--- src/rtl/axis_video_frame_arbiter.sv ---
// Frame-granular round-robin arbiter that shares one AXI-Stream video output
// between several AXI-Stream video inputs. A source is granted on its
// start-of-frame beat and keeps the output until the last TLAST of its frame.
// Pixel data is passed through combinationally; grant and line counting are
// registered.
module axis_video_frame_arbiter #(
  parameter int NUM_SOURCES    = 2,
  parameter int PIXEL_PER_CLK  = 1,
  parameter int BITS_PER_PIXEL = 32,
  parameter int IMAGE_HEIGHT   = 540
) (
  input  logic                                                 clk,
  input  logic                                                 rst,
  input  logic                                                 enable,
  input  logic [NUM_SOURCES*BITS_PER_PIXEL*PIXEL_PER_CLK-1:0]  s_axis_video_in_tdata,
  input  logic [NUM_SOURCES-1:0]                               s_axis_video_in_tvalid,
  input  logic [NUM_SOURCES-1:0]                               s_axis_video_in_tlast,
  input  logic [NUM_SOURCES-1:0]                               s_axis_video_in_tuser,
  output logic [NUM_SOURCES-1:0]                               s_axis_video_in_tready,
  output logic [BITS_PER_PIXEL*PIXEL_PER_CLK-1:0]              m_axis_video_out_tdata,
  output logic                                                 m_axis_video_out_tvalid,
  output logic                                                 m_axis_video_out_tlast,
  output logic                                                 m_axis_video_out_tuser,
  input  logic                                                 m_axis_video_out_tready,
  output logic [((NUM_SOURCES > 1) ? $clog2(NUM_SOURCES) : 1)-1:0] grant_idx,
  output logic                                                 busy,
  output logic                                                 frame_done,
  output logic                                                 sof_error
);

  localparam int DW = BITS_PER_PIXEL * PIXEL_PER_CLK;
  localparam int IW = (NUM_SOURCES > 1) ? $clog2(NUM_SOURCES) : 1;
  localparam int LW = $clog2(IMAGE_HEIGHT + 1);

  localparam logic [0:0] ST_IDLE = 1'b0;
  localparam logic [0:0] ST_PASS = 1'b1;

  localparam logic [IW-1:0] LAST_SRC  = IW'(NUM_SOURCES - 1);
  localparam logic [LW-1:0] LAST_LINE = LW'(IMAGE_HEIGHT - 1);

  logic [0:0]    stateQ, stateD;
  logic [IW-1:0] grantQ, grantD;
  logic [IW-1:0] lastGrantQ, lastGrantD;
  logic [LW-1:0] lineCntQ, lineCntD;
  logic          firstBeatQ, firstBeatD;
  logic          frameDoneQ, frameDoneD;
  logic          sofErrorQ, sofErrorD;

  logic [DW-1:0]          srcData [NUM_SOURCES];
  logic [NUM_SOURCES-1:0] candidates;
  logic [IW:0]            scanIdx;
  logic                   winnerFound;
  logic [IW-1:0]          winnerIdx;
  logic [DW-1:0]          selData;
  logic                   selValid;
  logic                   selLast;
  logic                   selUser;
  logic                   masterXfer;

  // Split the packed input data bus into one slice per source
  always_comb begin
    for (int i = 0; i < NUM_SOURCES; i++) begin
      srcData[i] = s_axis_video_in_tdata[i*DW +: DW];
    end
  end

  // Signals of the currently granted source
  always_comb begin
    selData    = srcData[grantQ];
    selValid   = s_axis_video_in_tvalid[grantQ];
    selLast    = s_axis_video_in_tlast[grantQ];
    selUser    = s_axis_video_in_tuser[grantQ];
    candidates = s_axis_video_in_tvalid & s_axis_video_in_tuser;
    masterXfer = (stateQ == ST_PASS) && selValid && m_axis_video_out_tready;
  end

  // Round-robin scan starting just after the last granted source
  always_comb begin
    winnerFound = 1'b0;
    winnerIdx   = '0;
    scanIdx     = '0;
    for (int k = 1; k <= NUM_SOURCES; k++) begin
      scanIdx = {1'b0, lastGrantQ} + (IW+1)'(k);
      if (scanIdx >= (IW+1)'(NUM_SOURCES)) begin
        scanIdx = scanIdx - (IW+1)'(NUM_SOURCES);
      end
      if (!winnerFound && candidates[scanIdx[IW-1:0]]) begin
        winnerFound = 1'b1;
        winnerIdx   = scanIdx[IW-1:0];
      end
    end
  end

  // Output steering: passthrough when granted, flush non-SOF beats when idle
  always_comb begin
    s_axis_video_in_tready  = '0;
    m_axis_video_out_tdata  = '0;
    m_axis_video_out_tvalid = 1'b0;
    m_axis_video_out_tlast  = 1'b0;
    m_axis_video_out_tuser  = 1'b0;
    if (!rst) begin
      if (stateQ == ST_PASS) begin
        m_axis_video_out_tdata         = selData;
        m_axis_video_out_tvalid        = selValid;
        m_axis_video_out_tlast         = selLast;
        m_axis_video_out_tuser         = selUser;
        s_axis_video_in_tready[grantQ] = m_axis_video_out_tready;
      end else begin
        s_axis_video_in_tready = s_axis_video_in_tvalid & ~s_axis_video_in_tuser;
      end
    end
  end

  // Next-state logic for grant, line counting and status pulses
  always_comb begin
    stateD     = stateQ;
    grantD     = grantQ;
    lastGrantD = lastGrantQ;
    lineCntD   = lineCntQ;
    firstBeatD = firstBeatQ;
    frameDoneD = 1'b0;
    sofErrorD  = 1'b0;
    if (stateQ == ST_IDLE) begin
      if (enable && winnerFound) begin
        stateD     = ST_PASS;
        grantD     = winnerIdx;
        lastGrantD = winnerIdx;
        lineCntD   = '0;
        firstBeatD = 1'b1;
      end
    end else if (masterXfer) begin
      firstBeatD = 1'b0;
      if (selUser && !firstBeatQ) begin
        sofErrorD = 1'b1;
        lineCntD  = '0;
      end else if (selLast) begin
        if (lineCntQ == LAST_LINE) begin
          lineCntD   = '0;
          stateD     = ST_IDLE;
          frameDoneD = 1'b1;
        end else begin
          lineCntD = lineCntQ + LW'(1);
        end
      end
    end
  end

  // State registers with synchronous reset
  always_ff @(posedge clk) begin
    if (rst) begin
      stateQ     <= ST_IDLE;
      grantQ     <= '0;
      lastGrantQ <= LAST_SRC;
      lineCntQ   <= '0;
      firstBeatQ <= 1'b0;
      frameDoneQ <= 1'b0;
      sofErrorQ  <= 1'b0;
    end else begin
      stateQ     <= stateD;
      grantQ     <= grantD;
      lastGrantQ <= lastGrantD;
      lineCntQ   <= lineCntD;
      firstBeatQ <= firstBeatD;
      frameDoneQ <= frameDoneD;
      sofErrorQ  <= sofErrorD;
    end
  end

  // Registered status outputs
  always_comb begin
    grant_idx  = grantQ;
    busy       = (stateQ == ST_PASS);
    frame_done = frameDoneQ;
    sof_error  = sofErrorQ;
  end

endmodule

--- config.mk ---
export PLATFORM = sky130hd
export DESIGN_NAME = axis_video_frame_arbiter
export DESIGN_NICKNAME = d
export VERILOG_FILES = /design/src/rtl/axis_video_frame_arbiter.sv
export SDC_FILE = /design/constraint.sdc
export NUM_CORES = 1
export LEC_CHECK = 0
export ABC_AREA = 1
export CAP_MARGIN = 25
export CELL_PAD_IN_SITES_DETAIL_PLACEMENT = 0
export CELL_PAD_IN_SITES_GLOBAL_PLACEMENT = 1
export CORE_ASPECT_RATIO = 0.75
export CORE_MARGIN = 5
export CORE_UTILIZATION = 22
export CTS_BUF_LIST = sky130_fd_sc_hd__clkbuf_2 sky130_fd_sc_hd__clkbuf_4 sky130_fd_sc_hd__clkbuf_8
export DETAILED_ROUTE_END_ITERATION = 10
export GPL_TIMING_DRIVEN = 0
export MAX_ROUTING_LAYER = met4
export PLACE_DENSITY = 0.88
export RECOVER_POWER = 100
export SETUP_SLACK_MARGIN = 0.1
export SLEW_MARGIN = 40
export SYNTH_ARGS = -nofsm -noshare
export SYNTH_HDL_FRONTEND = slang
export SYNTH_SLANG_ARGS = --single-unit
--- constraint.sdc ---
create_clock -name clk -period 2.4 [get_ports clk]
set_input_delay 0.48 -clock clk [delete_from_list [all_inputs] [get_ports clk]]
set_output_delay 0.48 -clock clk [all_outputs]
set_load 0.1 [all_outputs]
==> results.toml <==
[status]
status = "finished, final reports clean"

[route]
drt_iter0_drc = 71
drc = 0
first_pass_iters = 5
via_per_inst = 4.566
ant_nets = 0
wl_per_cell_um = 13.70
vias = 2123
wirelength_mm = 6.369

[sta]
fin_skew_ps = 2.453
maxSlewViolCount = 0
whs_ps = 476.7
finalCritPeriodShare_pct = 95.48
slew_headroom_pct = 20.03
rsz0062_at_grt = "yes"
layout_min_cycle_time_ps = 2292
setup_slack_ps = 108.4
worstMarginPinSlew_ps = 1205
tns_ps = 0
finalSetupViolations = 0
finalHoldViolations = 0
fmax_mhz = 436.4

[grt]
grt_pass1_vias = 2119
grt_pass1_wl_mm = 10.36
antenna_found_initial = 0
grt_overflow_total = 0
grt_max_degree = 11
grt_use_total_pct = 15.39

[setup_path]
crit_path_top_delay_cell = "clkdlybuf4s50_1"
worst-path-buf-inv = 3
critPathLaunchType = "input port"
crit_required_ps = 1920
end_kind = "output port"
worstPathArrival_ps = 1810
critical_path.max_stage_delay_ps = 520
path_class = "in2out"
crit_chain = "clkdlybuf4s50_1, inv_1, nor2_1, nand2_1, a21oi_4, buf_2"
rrSetupSlack_ps = 770
crit_path_max_fanout = 3
path_delay_family = "buffers and inverters"

[power_and_ir_drop]
combinationalPowerShare_pct = 48.5
ir_drop_mv = 0.1383
power.leakage_nw = 1.194
powerDensity_nw_per_um2 = 347.6
seqPwrFrac_pct = 27.7
switching_share_pct = 40.96
p_clk_share_pct = 23.8
power_mw = 1.010
p_sw_mw = 0.4139
p_int_mw = 0.5964

[die]
start_util_pct = 22.80
die_w_um = 103.7
core_region_area_um2 = 6350
io_pins = 115
die_y_um = 80.25
dieArea_um2 = 8319
rows = 25

[finish]
n_antenna_cell = 0
fin_nets = 460
fillers = 666
stdcell_area_um2 = 2907
area_growth_pct = 100.8
drive_above_1_share_pct = 26.04

[cts]
cts_tree = "done"
htreeDepth = 1
post_cts_resized = 36
clk_latency_ps = 250
clockBufferDepth = 2
cts_setup_buffers = 0
cts_made_buffers = 3
hold_buffers = 0
path_clk_slew_ps = 60
cts-root-buf = "clkbuf_8"
cts_sinks = 16

[logic_synthesis]
synth-edff-count = 0
syn_inst = 267
synth_seq_cells = 16
synth_top_area_share_pct = 23.60
synth_commonest_cells = "nor2_1, nand2_1, o21ai_0"
yosysSeqAreaShare_pct = 22.13
async_reset_ff_share_pct = 0
yosysUniqueCellTypes = 24
syn_nets = 342
synthTopCellsByArea = "nor2_1, dfxtp_1, nand2_1, o21ai_0, nand3_1"
synth_warnings = 0
yosys.area.top_type = "nor2_1"
syn_avg_cell_area_um2 = 5.422
synth.most_common_cell = "nor2_1"
synth_flop_cell = "dfxtp_1"
syn_area_um2 = 1448

[placement]
gp_congestion = 0.8386
dpl.hpwl_mm = 5.126
dpl_cell_area_um2 = 2779
io_buffers = 113
place_ws_ps = -183.0

[flow_run]
maxCapViolCount = 0

[min_path]
hold_path.class = "reg2reg"
==> layout make-up <==
cell class / count / area [um2] / share of cell area, %
Multi-Input combinational cell: 216 / 1266 / 43.56
Timing Repair Buffer: 113 / 996.0 / 34.27
Sequential cell: 16 / 327.8 / 11.28
Tap cell: 81 / 101.3 / 3.487
Buffer: 14 / 81.33 / 2.798
Inverter: 21 / 78.83 / 2.712
Clock buffer: 4 / 55.05 / 1.894
==> flip-flops by register name, indices dropped and copies added (netlist names) <==
name and cells:
frame_done 1, firstBeatQ 1, sof_error 1, grant_idx 1
lineCntQ 10, busy 1, lastGrantQ 1
==> worst paths after layout <==
| kind | from | to | cells past startpoint |
|---|---|---|---|
| setup / recovery | s_axis_video_in_tvalid[1] | s_axis_video_in_tready[1] | 6 |
| setup reg to reg | lineCntQ[0] | lineCntQ[6] | 8 |
| hold reg to reg | lastGrantQ | lastGrantQ | 2 |
| hold / removal | lastGrantQ | lastGrantQ | 2 |
==> worst reg2reg max path: cells and delay by family (launching register included) <==
kind          cells  cell delay (ps)
simple gates      7              910
flops             1              370
fa+ha+maj         1              240
==> metrics by stage <==
step,std cells,utilization [%]
after detailed placement,461,43.76
after CTS,465,46.01
after global routing,465,45.77
after floorplan,267,-
final,465,45.77
after global placement,461,47.00
==> kinds of logic (layout without fill, tap and decap cells) <==
| family | Yosys count | in the layout | share of synthesized area (%) |
|---|---|---|---|
| simple gates | 164 | 164 | 47.02 |
| buf+inv | 35 | 152 | 10.89 |
| compound gates | 51 | 51 | 19.10 |
| fa+ha+maj | 1 | 1 | 0.8642 |
| flops | 16 | 16 | 22.13 |
==> layer usage <==
metal / vias to the layer above / track usage (%) / routed length, um
met4: 0 / 3.752 / 104
met3: 10 / 2.249 / 214
met5: - / - / 0
met2: 65 / 26.34 / 3051
li1: 1089 / - / -
met1: 959 / 19.29 / 2999
==> cell usage in the layout, fill, tap and decap left out <==
master | netlist | final
clkbuf_2 | 0 | 9
o21ai_1 | 9 | 9
ha_1 | 1 | 1
inv_1 | 18 | 18
inv_2 | 3 | 3
a21oi_4 | 1 | 3
nand2_4 | 2 | 2
nand2_1 | 43 | 44
clkbuf_4 | 0 | 8
buf_2 | 3 | 12
nor3_1 | 2 | 2
nor2_4 | 0 | 35
o31ai_1 | 1 | 1
nand4_1 | 2 | 2
nor2_1 | 91 | 58
clkbuf_8 | 0 | 4
dfxtp_1 | 16 | 14
o21ai_2 | 1 | 1
buf_6 | 3 | 6
dlygate4sd3_1 | 0 | 2
clkbuf_1 | 7 | 7
a21oi_1 | 13 | 11
o41ai_4 | 0 | 1
clkdlybuf4s50_1 | 0 | 70
nand2_2 | 2 | 1
o21ai_0 | 25 | 25
nand3_1 | 17 | 17
dfxtp_4 | 0 | 2
nand3b_1 | 3 | 3
buf_4 | 0 | 13
==> power groups by stage <==
stage	sequential (mW)	combinational, mW	clock, mW
floorplan	0.300	0.296	0
global route	0.281	0.518	0.261
global placement	0.286	0.501	0
finish	0.280	0.490	0.240
detailed placement	0.286	0.481	0
CTS	0.280	0.496	0.250
(Power assumes the default switching activity.)
